--- src/rtl/user_port_rx_buffer.sv ---
// Receive-side buffer between a leaf interface and user logic: a small
// first-word-fall-through FIFO with frame delimiting on the output side.
module user_port_rx_buffer #(
    parameter int PAYLOAD_BITS = 32,
    parameter int DEPTH_LOG2   = 3,
    parameter int FRAME_LEN    = 16
) (
    input  logic                    clk,
    input  logic                    reset,
    input  logic [PAYLOAD_BITS-1:0] din,
    input  logic                    vld_in,
    output logic                    ack_out,
    output logic [PAYLOAD_BITS-1:0] dout,
    output logic                    dout_vld,
    input  logic                    dout_rdy,
    output logic                    dout_last,
    output logic [DEPTH_LOG2:0]     level,
    output logic [15:0]             frame_cnt
);

    localparam int                  DEPTH      = 1 << DEPTH_LOG2;
    localparam logic [DEPTH_LOG2:0] FULL_LEVEL = (DEPTH_LOG2 + 1)'(DEPTH);
    localparam logic [15:0]         LAST_IDX   = 16'(FRAME_LEN - 1);

    logic [PAYLOAD_BITS-1:0] mem [DEPTH];

    logic [DEPTH_LOG2-1:0] wrPtr_q, wrPtr_d;
    logic [DEPTH_LOG2-1:0] rdPtr_q, rdPtr_d;
    logic [DEPTH_LOG2:0]   level_q, level_d;
    logic [15:0]           wordIdx_q, wordIdx_d;
    logic [15:0]           frameCnt_q, frameCnt_d;

    logic doWrite;
    logic doRead;

    // Handshakes come only from registered occupancy, so ack_out never
    // depends combinationally on vld_in; a full FIFO refuses even if a read
    // frees a slot in the same cycle.
    assign ack_out   = (level_q != FULL_LEVEL);
    assign dout_vld  = (level_q != '0);
    assign dout      = mem[rdPtr_q];
    assign dout_last = dout_vld && (wordIdx_q == LAST_IDX);
    assign level     = level_q;
    assign frame_cnt = frameCnt_q;

    assign doWrite = vld_in && ack_out;
    assign doRead  = dout_vld && dout_rdy;

    always_comb begin
        wrPtr_d    = wrPtr_q;
        rdPtr_d    = rdPtr_q;
        level_d    = level_q;
        wordIdx_d  = wordIdx_q;
        frameCnt_d = frameCnt_q;

        if (doWrite) begin
            wrPtr_d = wrPtr_q + 1'b1;
        end

        if (doRead) begin
            rdPtr_d = rdPtr_q + 1'b1;
            if (wordIdx_q == LAST_IDX) begin
                wordIdx_d  = '0;
                frameCnt_d = frameCnt_q + 16'd1;
            end else begin
                wordIdx_d = wordIdx_q + 16'd1;
            end
        end

        case ({doWrite, doRead})
            2'b10:   level_d = level_q + 1'b1;
            2'b01:   level_d = level_q - 1'b1;
            default: level_d = level_q;
        endcase
    end

    always_ff @(posedge clk or negedge reset) begin
        if (!reset) begin
            wrPtr_q    <= '0;
            rdPtr_q    <= '0;
            level_q    <= '0;
            wordIdx_q  <= '0;
            frameCnt_q <= '0;
        end else begin
            wrPtr_q    <= wrPtr_d;
            rdPtr_q    <= rdPtr_d;
            level_q    <= level_d;
            wordIdx_q  <= wordIdx_d;
            frameCnt_q <= frameCnt_d;
        end
    end

    // Storage is deliberately left unreset; occupancy alone decides validity.
    always_ff @(posedge clk) begin
        if (doWrite) begin
            mem[wrPtr_q] <= din;
        end
    end

endmodule

--- config.mk ---
export PLATFORM = sky130hd
export DESIGN_NAME = user_port_rx_buffer
export DESIGN_NICKNAME = d
export VERILOG_FILES = /design/src/rtl/user_port_rx_buffer.sv
export SDC_FILE = /design/constraint.sdc
export NUM_CORES = 1
export LEC_CHECK = 0
export ABC_CLOCK_PERIOD_IN_PS = 9500
export CAP_MARGIN = 0
export CORE_MARGIN = 2
export CORE_UTILIZATION = 55
export CTS_BUF_LIST = sky130_fd_sc_hd__clkbuf_16
export CTS_CLUSTER_DIAMETER = 100
export DETAILED_ROUTE_END_ITERATION = 6
export DONT_BUFFER_PORTS = 1
export GPL_TIMING_DRIVEN = 0
export PLACE_DENSITY_LB_ADDON = 0.12
export SETUP_SLACK_MARGIN = 0.4
export SYNTH_ARGS = -nofsm -noshare
export SYNTH_HDL_FRONTEND = slang
export SYNTH_SLANG_ARGS = --single-unit
--- constraint.sdc ---
create_clock -name clk -period 9.5 [get_ports clk]
set_clock_uncertainty 0.15 [all_clocks]
set_input_delay 1.9 -clock clk [delete_from_list [all_inputs] [get_ports clk]]
set_output_delay 1.9 -clock clk [all_outputs]
set_load 0.01 [all_outputs]
Word-level counts from Yosys, hierarchy flattened
Memories as Yosys holds them, arrays and structs flattened.
Index checks and enable logic that the tools add are counted.
{"block": "word_totals", "reg_bits": 42, "ramBits": 256, "input_bits": 36, "output_inout_bits": 55, "word_cells": 26, "mem_count": 1}
{"block": "classes", "n_addsub": 6, "eq_ne": 4, "muxes": 4, "n_reduce_logical": 6}
{"memory": "mem", "depth": 8, "width": 32, "read_ports": 1, "rd_ports_with_merged_regs": 0, "write_ports": 1, "line_no": "25", "source": "logic [PAYLOAD_BITS-1:0] mem [DEPTH];"}
{"op": "$add A16 B1 Y16 const B", "count": 2}
{"op": "$eq A16 B4 Y1 const B", "count": 1}
{"op": "$mux W16", "count": 1}
{"op": "$pmux W4 S2", "count": 1}
{"op": "$add A3 B1 Y3 const B", "count": 2}
{"op": "$add A4 B1 Y4 const B", "count": 1}
{"op": "$ne A4 B4 Y1 const B", "count": 1}
{"op": "$reduce_bool A4 Y1", "count": 1}
{"op": "$sub A4 B1 Y4 const B", "count": 1}
{"op": "$logic_and A1 B1 Y1", "count": 3}
{"op": "$eq A2 B1 Y1 const B", "count": 1}
{"op": "$eq A2 B2 Y1 const B", "count": 1}
{"op": "$mux W1", "count": 2}
{"op": "$reduce_and A2 Y1", "count": 1}
{"op": "$reduce_bool A2 Y1", "count": 1}

Longest topological paths before layout
Gate-level depths: netlist of run 1.
{"block": "logic_depth", "word_depth": 4, "mapped_depth": 11, "ltp_nobuf": 10}

Worst setup path before layout of run 1
Ideal clock, no wire load.
{"block": "synth_timing", "path_type": "input port to flip-flop", "startpoint": "in vld_in", "endpoint": "mem mem[0][0], enable pin", "setup_time_ns": 0.502, "arrival_ns": 5.153, "t_required_ns": 8.848, "setup_slack_ns": 3.696, "stages": 2, "path_buffers": 0, "path_cell_list": "nand2_1 -> nor4_1"}
{"block": "synth_via", "elab_chain_len": 3}
{"item": "from (decl)", "line_no": "11", "source": "input logic vld_in,"}
{"item": "$logic_and A1 B1 Y1", "line_no": "46", "source": "assign doWrite = vld_in && ack_out;"}
{"item": "$mux W1", "line_no": "95", "source": "if (doWrite) begin"}
{"item": "$mux W1 (implied by the code)", "line_no": "96", "source": "mem[wrPtr_q] <= din;"}
{"item": "to (decl)", "line_no": "25"}
Every way passes these cells.

Worst setup path in the final report of run 1
{"block": "layout_timing", "startpoint": "reg rdPtr_q[1]", "endpoint": "out dout[0]"}
{"block": "layout_via", "elab_chain_len": 1}
{"item": "from (decl)", "line_no": "28", "source": "logic [DEPTH_LOG2-1:0] rdPtr_q, rdPtr_d;"}
{"item": "from (signal assigned)", "line_no": "86", "source": "rdPtr_q <= rdPtr_d;"}
{"item": "$mem_v2 Z8 W32"}
{"item": "to (decl)", "line_no": "13", "source": "output logic [PAYLOAD_BITS-1:0] dout,"}
Every way passes these cells.

==> metrics.txt, run 1 <==
CTS H-Tree Depth 1; number of synthesized flops with an enable pin approximately 260; most frequent cells in the layout 256 x edfxtp_1, 64 x mux4_2, 42 x dfrtp_1, 35 x mux2_2, 30 x clkbuf_16; CTS buffer count 30; Post-Syn Area roughly 12000 sq um; Max FO, Critical Path 10; global router's overall resource usage 0.202; Max Cap Viol 0; die area 22600 sq um; remaining global-route overflow 0; Worst Hold Endpoint wordIdx_q[13]; unrepaired setup endpoints after global routing no; Routability Congestion 0.754; fraction of layout cells with a size suffix above 1 0.296; utilization after layout 0.634; Reg2Reg Setup Slack 6.56 ns; Logic pwr share 0.284; initial core utilization 0.560; fin. max-slew vios 0; share of synthesized registers carrying an async set or reset 0.141; slowest CP cell buf_1; # hold bufs at CTS 0; Switching Fraction 0.291; design internal power 2.74 mW; Pre-Repair DR Iteration Count 4; Non-Filler Instances 926; hold_sp wordIdx_q[13]; die width 150 um; synth warn 0; crit path capture type output port; Slew @ Worst Pin just under 0.9 ns; clk buf depth 3; Clk pwr share 0.273; hold path depth 1; Worst R2R Path Depth 7; Syn Area/Cell 20.6 sq um; Hold Crit Class reg -> reg; commonest non-fill, non-tap cell in the layout edfxtp_1; Mapped Nets ~600; Post-DP HPWL about 14 mm; largest net degree at the start of global routing 43; drt drc 0; post-CTS setup buffer count 0; worst path arrival time 2.52 ns; crit path cell chain buf_2 > buf_1 > mux4_2 > mux2_2; synth unique cells 38; Root Driver clkbuf_16; Max Fclk roughly 0.22 GHz; global-route wire length before repair 33.7 mm; clock latency on the worst-skew pair roughly 0.55 ns; layout net count 670; Port-buffer cells 0; run status finished, final reports clean; most used flip-flop cell after synthesis edfxtp_1; Fillers 1417; Gate Count Post-Synth 572; #FFs+latches synth 298; final WL 22.0 mm; leakage 4.60 nW; Final period util 0.482; Seq/Total Area, Yosys 0.742; DP Cell Count 870; WL/cell roughly 24 um; Area Growth Syn to Fin 13.2%; Core ar. 21000 sq um; final setup violation count 0; DRT iter0 DRCs 307; Synth area leader edfxtp_1; Flop pwr share 0.443; standard-cell rows 53; clk slew on worst S/H paths 0.06 ns; post_cts resized 0; die height between 150 and 200 um; ant diodes 0; Clock Sinks 298; min Tclk post-route 4.57 ns; CP Data Required Time around 7.5 ns; Max stage delay on crit path 0.61 ns; CP Class reg -> out; worst reg2reg path endpoint mem[5][31]; r2r startpoint level[1]; IR drop worst, VDD 0.163 mV; Area contributors post-synth edfxtp_1 65%, mux4_2 12%, dfrtp_1 8.9%; final hold violation count 0; Setup TNS Final 0 ns; PD cells 290 nW/um^2; via-per-instance ratio 5.96; Routed Antenna Nets 0; crit path launch type register; TritonCTS clock tree done; vias between 5000 and 6000; IO Count around 90; crit path from rdPtr_q[1]; NetSw 1.13 mW; antenna violations before repair 0; vias in the first global route 5832; Slew Limit Headroom 0.402; Yosys top cell area share 0.653
cell families (layout without fill, tap and decap cells):
family,Yosys count,in the layout,synth area share
flops,298,298,0.742
mux,99,99,0.156
simple gates,95,95,0.0476
xor+xnor,36,36,0.0268
buf+inv,26,105,0.0126
compound gates,11,11,0.00712
fa+ha+maj,7,7,0.00744
how the worst max path moves through the flow:
stage	endpoint	cells past startpoint
4_1_cts	dout[0]	4
5_1_grt	dout[0]	4
2_1_floorplan	mem[0][0]	2
6_report	dout[0]	4
3_3_place_gp	mem[0][21]	2
3_5_place_dp	dout[0]	4
metal layers:
layer	global-route usage	wire [um]	up-vias
li1	-	-	2436
met1	0.275	9240	2915
met2	0.335	11100	133
met3	0.0485	1300	32
met4	0.0467	354	0
met5	0	0	-
sequential cells by signal, summed over array words and instances, names as in the netlist:
name,count
frame_cnt,16
mem,256
level,4
wrPtr_q,3
rdPtr_q,3
wordIdx_q,16
stage by stage:
stage          power [mW]  setup slack, ns  area [sq um]  hold slack [ns]
6_report             3.87             4.93         13300            0.359
5_1_grt              4.04             4.82         13300            0.367
2_1_floorplan        2.54             3.70         11800            0.317
4_1_cts              3.92             4.86         13300            0.356
3_5_place_dp         2.87             5.44         12400            0.344
3_3_place_gp         2.80            0.460         12100            0.338
cell type report:
type                            instances  area [sq um]  share of cell area
Buffer                                 24           141              0.0106
Clock buffer                           30           751              0.0563
Clock inverter                         26           144              0.0108
Inverter                                2          7.51            0.000563
Multi-Input combinational cell        248          2930               0.220
Sequential cell                       298          8740               0.656
Tap cell                              275           344              0.0258
Timing Repair Buffer                   23           270              0.0203
synth_stat cells, types with 2 or more instances:
cell type / instances
a21oi_1: 4
and3_1: 8
and4_2: 2
buf_1: 5
buf_2: 5
buf_4: 6
buf_6: 3
clkbuf_1: 5
dfrtp_1: 42
edfxtp_1: 256
ha_1: 7
mux2_2: 35
mux4_2: 64
nand2_1: 22
nand2b_1: 3
nand3_1: 14
nand4_1: 7
nor2_1: 9
nor3_1: 16
nor4_1: 2
nor4_2: 2
nor4_4: 2
o21ai_0: 4
xnor2_1: 15
xor2_1: 21
critical path: cells and delay by family, from the launching register on:
| kind | cells | cell delay (ns) |
|---|---|---|
| muxes | 2 | 0.75 |
| DFF | 1 | 0.37 |
| buffers and inverters | 2 | 0.85 |
power groups by stage:
stage          Sequential (mW)  Combinational, mW  Clock, mW
2_1_floorplan             1.73              0.816          0
3_3_place_gp              1.75               1.05          0
3_5_place_dp              1.74               1.13          0
4_1_cts                   1.72               1.13       1.08
5_1_grt                   1.73               1.18       1.13
6_report                  1.72               1.10       1.06
No activity file was read; power rests on OpenSTA's default activity.
==> run 2: changes to the inputs <==
--- a/config.mk
+++ b/config.mk
@@ -5,7 +5,7 @@
 export SDC_FILE = /design/constraint.sdc
 export NUM_CORES = 1
 export LEC_CHECK = 0
-export ABC_CLOCK_PERIOD_IN_PS = 9500
+export ABC_CLOCK_PERIOD_IN_PS = 4500
 export CAP_MARGIN = 0
 export CORE_MARGIN = 2
 export CORE_UTILIZATION = 55
==> constraint.sdc (replaced) <==
create_clock -name clk -period 4.5 [get_ports clk]
set_clock_uncertainty 0.15 [all_clocks]
set_input_delay 0.9 -clock clk [delete_from_list [all_inputs] [get_ports clk]]
set_output_delay 0.9 -clock clk [all_outputs]
set_load 0.01 [all_outputs]
==> run 2 against run 1 <==
Non-clock buffer count fell by 2. Count of clock-buffer cells in the layout rose by 1. Sequential share of layout area fell by 1.0 points. Global-route usage fell by 0.12 points. Total power rose by 120%. Critical path depth did not move. Combinational power rose by 110%. Via count fell by 1.3%.
==> metrics.txt, run 2 (synthesis results as in run 1) <==
final WL 21.8 mm; vias 5444; standard-cell rows 53; global-route wire length before repair 33.6 mm; global router's overall resource usage 0.200; run status finished, final reports clean; die area 22600 sq um; commonest non-fill, non-tap cell in the layout edfxtp_1; max FFs per register 256; clk buf depth 3; post-CTS setup buffer count 0; via-per-instance ratio 5.88; Slew Limit Headroom 0.433; # hold bufs at CTS 1; clock latency on the worst-skew pair about 0.57 ns; drt drc 0; Final period util 0.803; CP Class reg -> out; final hold violation count 0; TritonCTS clock tree done; DRT iter0 DRCs approximately 400; crit path launch type register; ant diodes 0; Max Cap Viol 0; most frequent cells in the layout 256 x edfxtp_1, 64 x mux4_2, 42 x dfrtp_1, 35 x mux2_2, 31 x clkbuf_16; Top reg by flops mem; Area Growth Syn to Fin 15.0%; Max FO, Critical Path 10; fraction of layout cells with a size suffix above 1 0.301; r2r startpoint level[1]; initial core utilization 0.560; clk slew on worst S/H paths 0.06 ns; remaining global-route overflow 0; Max stage delay on crit path 0.61 ns; Reg2Reg Setup Slack 1.63 ns; antenna violations before repair 0; worst reg2reg path endpoint level[2]; worst path arrival time 2.56 ns; CTS H-Tree Depth 1; Routability Congestion around 0.73; min Tclk post-route 3.61 ns; WL/cell 23.5 um; Port-buffer cells 0; Max Fclk 0.277 GHz; CP Data Required Time 3.45 ns; Pre-Repair DR Iteration Count 4; die height 150 um; IO Count 91; Core ar. 21000 sq um; Fillers 1394; Hold Crit Class in -> async; Hold Worst Slack 0.0226 ns; slowest CP cell buf_1; Reg area slightly below 9000 sq um; PD cells 633 nW/um^2; largest net degree at the start of global routing 43; die width around 150 um; utilization after layout 0.644; leakage ~4.7 nW; post_cts resized 0; crit path capture type output port; multi-input logic area 2940 sq um; vias in the first global route 5758; fin. max-slew vios 0; layout net count 669; IR drop worst, VDD 0.378 mV; Clock Sinks between 200 and 300; Routed Antenna Nets 0; CTS buffer count 31; unrepaired setup endpoints after global routing no; Root Driver clkbuf_16; Slew @ Worst Pin 0.846 ns; Post-DP HPWL 13.8 mm; crit path cell chain buf_2 > buf_1 > mux4_2 > mux2_2; Worst R2R Path Depth 11; final setup violation count 0
==> run 2: changes by cell type in the layout (fill, tap and decap cells not counted), moves of 5 or more <==
cell	delta
buf_4	-6
inv_1	-5
buf_8	+5
bufinv_16	+5
==> run 2: metrics by stage <==
step	instances	setup WS (ns)	instance area [sq um]	total power [mW]	TNS [ns]
2_1_floorplan	572	0.537	11800	5.37	0
3_3_place_gp	847	-1.96	12100	5.89	-244.77
3_5_place_dp	867	1.45	12500	6.06	0
4_1_cts	926	0.833	13500	8.69	0
5_1_grt	926	0.778	13500	8.95	0
6_report	926	0.889	13500	8.57	0
==> run 2: how the worst max path moves through the flow <==
stage          startpoint    endpoint  cells after the start
6_report       rdPtr_q[1]    dout[14]                      4
3_5_place_dp   rdPtr_q[1]    dout[31]                      4
3_3_place_gp     level[1]  mem[4][29]                      5
4_1_cts        rdPtr_q[1]    dout[31]                      4
5_1_grt        rdPtr_q[1]     dout[3]                      4
2_1_floorplan      vld_in   mem[4][0]                      2
==> run 2: layout make-up <==
class / instances / area share
multi-input cells: 248 / 0.217
flip-flops and latches: 298 / 0.645
well taps: 275 / 0.0254
clock inverters: 27 / 0.0213
clock buffers: 31 / 0.0573
repair buffers: 21 / 0.0225
inverters: 2 / 0.000554
plain buffers: 24 / 0.0104
==> run 2: per-layer routing <==
layer  wire length, um  vias up  share of wire  global-route usage
li1                  -     2433              -                   -
met1              8870     2814           0.41               0.268
met2             11100      167           0.51               0.338
met3              1440       30          0.066              0.0470
met4               430        0          0.020              0.0491
met5                 0        -              0                   0
==> run 2: where the power goes <==
| part | internal [mW] | total [mW] | switching [mW] |
|---|---|---|---|
| clock | 1.60 | 2.61 | 1.02 |
| sequential | 3.44 | 3.63 | 0.187 |
| combinational | 1.10 | 2.33 | 1.23 |
==> run 2: worst max-delay path: cells and delay by family, from the launching register on <==
kind,cells,cell delay [ns]
buf+inv,2,0.87
mux,2,0.75
flops,1,0.37
